File: config.mk
export PLATFORM = sky130hd
export DESIGN_NAME = ram_fifo_ctrl
export DESIGN_NICKNAME = d
export VERILOG_FILES = /design/src/rtl/ram_fifo_ctrl.sv
export SDC_FILE = /design/constraint.sdc
export NUM_CORES = 1
export LEC_CHECK = 0
export ABC_AREA = 1
export BUFFER_PORTS_ARGS = -buffer_cell sky130_fd_sc_hd__buf_4
export CORE_MARGIN = 3
export CORE_UTILIZATION = 50
export CTS_CLUSTER_SIZE = 12
export DETAILED_ROUTE_END_ITERATION = 12
export PLACE_DENSITY = 0.85
export SETUP_SLACK_MARGIN = 0.15
export SLEW_MARGIN = 10
export SYNTH_ARGS = -nofsm -noshare
export SYNTH_HDL_FRONTEND = slang
export SYNTH_SLANG_ARGS = --single-unit
export TNS_END_PERCENT = 5
File: constraint.sdc
create_clock -name CLK -period 5.47 [get_ports CLK]
set_input_delay 0 -clock CLK [delete_from_list [all_inputs] [get_ports CLK]]
set_output_delay 0 -clock CLK [all_outputs]
set_load 0.005 [all_outputs]
File: src/rtl/ram_fifo_ctrl.sv
// FIFO controller over an external 64x16 dual-port RAM with a 2-entry output buffer.
// Optional almost_full output when FIFO_ALMOST_FULL_EN is defined.
//
// Ports:
//   CLK, RST_n                          clock, synchronous active-low reset
//   wr_valid/wr_ready/wr_data           producer side handshake
//   rd_valid/rd_ready/rd_data           consumer side handshake
//   count                               words accepted and not yet popped (0..2^AW)
//   ram_we/ram_en1/ram_addr1/ram_di     RAM write port
//   ram_en2/ram_addr2/ram_do2           RAM read port (registered address)
//   almost_full                         count >= AF_LEVEL (FIFO_ALMOST_FULL_EN only)
module ram_fifo_ctrl #(
  parameter int DW       = 16,
  parameter int AW       = 6,
  parameter int AF_LEVEL = 60
) (
  input  logic          CLK,
  input  logic          RST_n,
  input  logic          wr_valid,
  output logic          wr_ready,
  input  logic [DW-1:0] wr_data,
  output logic          rd_valid,
  input  logic          rd_ready,
  output logic [DW-1:0] rd_data,
  output logic [AW:0]   count,
  output logic          ram_we,
  output logic          ram_en1,
  output logic [AW-1:0] ram_addr1,
  output logic [DW-1:0] ram_di,
  output logic          ram_en2,
  output logic [AW-1:0] ram_addr2,
  input  logic [DW-1:0] ram_do2
`ifdef FIFO_ALMOST_FULL_EN
  ,
  output logic          almost_full
`endif
);

  localparam logic [AW:0] DEPTH = {1'b1, {AW{1'b0}}};

  logic [AW-1:0] wr_ptr;
  logic [AW-1:0] rd_ptr;
  logic [AW:0]   unfetched;
  logic [1:0]    ob_cnt;
  logic          ob_head;
  logic          fetch_pend;
  logic [DW-1:0] ob_mem [2];

  logic          push;
  logic          pop;
  logic          issue;
  logic [2:0]    ob_sum;
  logic [2:0]    ob_lim;
  logic          ob_wr_idx;

  always_comb begin
    wr_ready  = RST_n & (count < DEPTH);
    rd_valid  = RST_n & (ob_cnt != 2'd0);
    push      = wr_valid & wr_ready;
    pop       = rd_valid & rd_ready;
    // Fetch only if the buffer can absorb it once the
    // pending word lands and this cycle's pop leaves.
    ob_sum    = {1'b0, ob_cnt} + {2'b0, fetch_pend};
    ob_lim    = 3'd1 + {2'b0, pop};
    issue     = RST_n & (unfetched != '0) & (ob_sum <= ob_lim);
    ob_wr_idx = ob_head ^ ob_cnt[0];
  end

  assign ram_en1   = push;
  assign ram_we    = push;
  assign ram_addr1 = wr_ptr;
  assign ram_di    = wr_data;
  assign ram_en2   = issue;
  assign ram_addr2 = rd_ptr;
  assign rd_data   = ob_mem[ob_head];

  always_ff @(posedge CLK) begin
    if (!RST_n) begin
      wr_ptr     <= '0;
      rd_ptr     <= '0;
      unfetched  <= '0;
      count      <= '0;
      ob_cnt     <= '0;
      ob_head    <= 1'b0;
      fetch_pend <= 1'b0;
    end else begin
      if (push)
        wr_ptr <= wr_ptr + 1'b1;
      if (issue)
        rd_ptr <= rd_ptr + 1'b1;
      unfetched  <= unfetched
                  + {{AW{1'b0}}, push}
                  - {{AW{1'b0}}, issue};
      count      <= count
                  + {{AW{1'b0}}, push}
                  - {{AW{1'b0}}, pop};
      ob_cnt     <= ob_cnt
                  + {1'b0, fetch_pend}
                  - {1'b0, pop};
      fetch_pend <= issue;
      if (pop)
        ob_head <= ~ob_head;
    end
  end

  // Capture lands behind the current head, so a
  // stalled rd_data never changes underneath.
  always_ff @(posedge CLK) begin
    if (fetch_pend)
      ob_mem[ob_wr_idx] <= ram_do2;
  end

`ifdef FIFO_ALMOST_FULL_EN
  localparam logic [AW:0] AF_LVL = AF_LEVEL[AW:0];
  assign almost_full = RST_n & (count >= AF_LVL);
`endif

endmodule
Yosys cells after proc, flatten, opt, wreduce, memory -nomap -nowiden
Memories as Yosys holds them, arrays and structs flattened. A register that Yosys moved wholly into a read port is not among the register bits.
Cells that the tools add are included.
Word-level totals
  register bits: 30
  bits in latches: 0
  RAM bits: 32
  memory bits (read-only): 0
  input port bits: 36
  logic and storage cells: 34
  memories: 1
Operators by class
  add/subtract/negate cells: 10
  multiply operators: 0
  div/mod/pow operators: 0
  $lt $le $gt $ge: 2
  eq/ne operators: 0
  shift-type cells: 0
  multiplexer cells: 4
  bitwise gates (word level): 8
  reductions and logical operators: 2
Memories
  ob_mem: words 2, bits a word 16, read ports 1, clocked after memory_dff 1, wr ports 1, line 47  | logic [DW-1:0] ob_mem [2];
Operator list (number)
  $add 7x1->7: 2
  $sub 7x1->7: 2
  $add 6x1->6 const B: 2
  $lt 7x7->1 const B: 1
  $reduce_bool 7->1: 1
  $and 1x1->1: 6
  $mux 1: 4
  $add 2x1->3: 1
  $le 3x2->1: 1
  $add 1x1->2 const A: 1
  $add 2x1->2: 1
  $reduce_bool 2->1: 1
  $sub 2x1->2: 1
  $not 1->1: 1
  $xor 1x1->1: 1

Logic depth before layout (Yosys ltp)
  word-level depth: 7
  depth in mapped cells: 24
  gate-level depth less buffers: 23

Worst setup path after synthesis
OpenSTA, ideal clock, no wires.
  path kind: register to register
  from: reg ob_cnt[0]
  to: reg unfetched[6]
  setup time: 0.115 ns
  data arrival time: 2.858 ns
  required time: 5.355 ns
  slack: 2.497 ns
  stages on the path, launching flop included: 23
  path buffers: 0
  clock period less this slack: 2.973 ns
  path through: dfxtp_1 nor2_1 nor2_4 nand2_2 inv_1 fa_1 inv_1 nand3b_1 nand2_1 nand2_1 nand2_2 inv_1 ha_1 inv_1 ha_1 inv_1 fa_1 inv_1 nand2_1 nand3_1 nand3_1 a21oi_1 nor2_1
Between the ends
  word-level cells in the longest chain between the ends: 7
RTL lines
  start, declared: line 44  | logic [1:0] ob_cnt;
  start signal, assigned: line 97  | ob_cnt <= ob_cnt
  $reduce_bool 2->1: line 58  | rd_valid = RST_n & (ob_cnt != 2'd0);
  $and 1x1->1: line 58
  named net rd_valid: line 22  | output logic rd_valid,
  $and 1x1->1: line 60  | pop = rd_valid & rd_ready;
  named net pop: line 50  | logic pop;
  $add 1x1->2: line 64  | ob_lim = 3'd1 + {2'b0, pop};
  $le 3x2->1: line 65  | issue = RST_n & (unfetched != '0) & (ob_sum <= ob_lim);
  $and 1x1->1: line 65
  named net ram_en2: line 30  | output logic ram_en2,
  $sub 7x1->7: line 93  | - {{AW{1'b0}}, issue};
  end signal, assigned: line 91  | unfetched <= unfetched
  end, declared: line 43  | logic [AW:0] unfetched;
The timed path passes the listed nets, and every way through them passes these cells.
A chain may end at the register's enable or synchronous reset.

Worst setup path after layout
  from: reg ob_cnt[0]
  to: reg unfetched[6]
Between the ends
  word-level cells in the longest chain between the ends: 7
RTL lines (line)
  $reduce_bool 2->1: 58
  $and 1x1->1: 58
  $and 1x1->1: 60
  named net pop: 50
  $add 1x1->2: 64
  $le 3x2->1: 65
  $and 1x1->1: 65
  $sub 7x1->7: 93
The timed path passes the listed nets, and every way through them passes these cells.

==> impl_metrics.csv <==
group,metric,value,unit
placement,place_ws,2.06,ns
layout,utilization,64.2,%
layout,finalNonFillerCells,467,
sta,holdWs,0.00000198,ns
drt,viasPerCell,4.87,
drt,drt_iter0_drc,49,
global_route,grt_usage,16.8,%
worst_setup_path,cpLargestDelayFamily,"adder cells",
yosys,ys_ff_latch,63,
layout,fillCellCount,484,
sta,finalHoldViolCount,0,
sta,rsz0062_at_grt,"false",
floorplanning,die_x,85.7,um
cts,postCtsResizedCells,0,
yosys,synth_nets,385,
cts,cts_root_buf,"clkbuf_8",
floorplanning,ios,92,
worst_setup_path,slowest_delay,0.42,ns
min_path,hp-start,"wr_data[3]",
cts,ctsHoldBuffers,16,
cts,numCtsBuffers,9,
yosys,synth_top_area_cell,"edfxtp_1",
drt,wirelength,5.82,mm
placement,dp_cells,436,
yosys,syn_area_per_cell,9.82,um2
worst_setup_path,crit_buf_inv,6,
floorplanning,die_h,85.7,um
layout,diodes,0,
yosys,yosysSeqAreaShare,49.8,%
yosys,synth_edf_count,32,
yosys,synthTopCellsByArea,"edfxtp_1 30%, dfxtp_1 20%, ha_1 9.1%, inv_1 5.7%, nand2_1 5.3%",
power_and_ir_drop,p_per_area,512,nW/um2
drt,drt_first_pass_iters,4,
cts,cts_tree,"yes",
floorplanning,fp.dieArea,7340,um2
worst_setup_path,start_kind,"flip-flop",
sta,period_minus_slack,3.41,ns
cts,post_cts_buffers,0,
layout,multi_input_area,1220,um2
min_path,min_path_cells,0,
floorplanning,core_area,6030,um2
drt,routedWlPerCell,12.5,um
cts,cts.reportedPaths.clkPinSlew,0.06,ns
sta,finalCritPeriodShare,62.4,%
worst_setup_path,ff2ff_path_depth,22,
worst_setup_path,critPathMaxFanout,12,
worst_setup_path,rrSetupSlack,2.06,ns
floorplanning,row_count,28,
sta,worstMarginPinSlew,0.733,ns
cts,clock-sinks,63,
drt,ant_nets,0,
global_route,antenna_found_initial,0,
cts,clockBufferDepth,2,
drt,drc_errors,0,
placement,dp_hpwl,4.29,mm
sta,clock.fmax,293,MHz
layout,fin_area,3870,um2
cts,worstSkewPairLatency,0.33,ns
worst_setup_path,crit_slowest_cell,"fa_1",
layout,area_growth,22.0,%
placement,numPortBuffers,59,
worst_setup_path,regToRegStartpoint,"ob_cnt[0]",
yosys,syn_inst,323,
layout,layout_common_cells,"61 x buf_4, 48 x inv_1, 45 x nand2_1",
cts,htree_levels,3,
worst_setup_path,crit_chain,"nor2_1 > nor2_4 > nand2_2 > inv_1 > fa_1 > inv_1 > nand3b_1 > nand2_1 > nand2_1 > nand2_2 > inv_1 > ha_1 > inv_1 > ha_1 > inv_1 > fa_1 > inv_1 > nand2_1 > nand3_1 > nand3_1 > a21oi_1 > nor2_1",
power_and_ir_drop,peakVddDrop,0.000312,V
layout,layout_commonest_cell,"buf_4",
worst_setup_path,r2r_end,"unfetched[6]",
global_route,grt_pass1_vias,2319,
yosys,synthArstFlopShare,0,%
layout,regArea,1580,um2
flow_run,max-cap-violations,0,
layout,drive_gt1_share,24.0,%
floorplanning,start_util,52.7,%
power_and_ir_drop,p_leak,1.78,nW
worst_setup_path,critical_path_class,"flip-flop to flip-flop",
placement,globalplace.congestion,0.825,
worst_setup_path,cp_data_required_time,5.69,ns
yosys,synth_top_area_share,30.3,%
yosys,yosysUniqueCellTypes,30,
power_and_ir_drop,finalPower,1.98,mW
sta,finalSetupViolations,0,
min_path,min_to,"ram_di[3]",
sta,drv_slew,0,
layout,fin_nets,450,
yosys,ys_warn_count,0,
yosys,synth_area,3170,um2
outcome,status,"complete, no violations",
sta,tns,0,ns
yosys,ys.flop_type,"edfxtp_1",
placement,place_area,3560,um2
global_route,grt_overflow,0,
min_path,min_path_type,"input port to output port",
global_route,grt_pass1_wl,9.89,mm
sta,finClkSkew,0.00438,ns
drt,vias,2274,
worst_setup_path,crit_top_cell,"inv_1",
worst_setup_path,cp.arrival,3.64,ns
sta,slew_headroom,51.1,%
global_route,grt_max_degree,26,
worst_setup_path,end_kind,"flip-flop",
sta,worst_slack,2.06,ns
[registers in the layout, summed over array words and instances (netlist names), named ones only]
name / count
ob_mem: 32
count: 7
unfetched: 7
ram_addr1: 6
ram_addr2: 6
ob_cnt: 2
fetch_pend: 1
ob_head: 1
[report_power, final]
part	internal (mW)	total (mW)	switching, mW
Sequential	0.648	0.736	0.0886
Combinational	0.419	0.926	0.507
Clock	0.155	0.320	0.164
Total	1.22	1.98	0.760
[synth_stat cells, drive strengths merged (6+ instances only)]
master / number
nand2: 47
nor2: 33
edfxtp: 32
o21ai: 7
inv: 54
xor2: 6
dfxtp: 31
ha: 23
a21oi: 16
nand3: 22
buf: 23
mux2: 16
[how the worst max path moves through the flow]
stage,from,endpoint,slack (ns),cells past startpoint
after floorplan,ob_cnt[0],unfetched[6],2.50,22
after global placement,ob_cnt[0],unfetched[6],2.27,22
after detailed placement,ob_cnt[0],unfetched[6],2.06,22
after CTS,ob_cnt[0],unfetched[6],2.04,22
after global routing,ob_cnt[0],unfetched[6],1.67,23
final,ob_cnt[0],unfetched[6],2.06,22
[area by class of cell]
type | instances | area share, %
sequential | 63 | 40.9
multi-input combinational | 182 | 31.4
timing repair buffer | 77 | 16.0
inverter | 55 | 5.40
clock buffer | 9 | 3.20
tap | 75 | 2.42
clock inverter | 6 | 0.743
[cells by family after synthesis]
| group | Yosys count | share of synthesized area, % |
|---|---|---|
| compound gates | 24 | 3.86 |
| flops | 63 | 49.8 |
| fa+ha+maj | 26 | 11.0 |
| buf+inv | 78 | 11.8 |
| xor+xnor | 9 | 2.48 |
| simple gates | 107 | 15.3 |
| mux | 16 | 5.68 |
[routing by layer]
metal	global-route usage, %	vias to the layer above	wire length, um
li1	-	1153	-
met1	19.4	1053	2500
met2	30.0	60	2920
met3	3.55	8	320
met4	7.05	0	74
met5	0	-	0
[worst register-to-register path: stages, from the launching register on]
cell and delay (ns):
dfxtp_1 0.41, nor2_1 0.10, nor2_4 0.10, nand2_2 0.08
inv_1 0.12, fa_1 0.42, inv_1 0.08, nand3b_1 0.08
nand2_1 0.07, nand2_1 0.07, nand2_2 0.19, inv_1 0.11
ha_1 0.30, inv_1 0.07, ha_1 0.16, inv_1 0.06
fa_1 0.38, inv_1 0.07, nand2_1 0.06, nand3_1 0.08
nand3_1 0.09, a21oi_1 0.14, nor2_1 0.06
No activity file was read; power rests on OpenSTA's default activity.
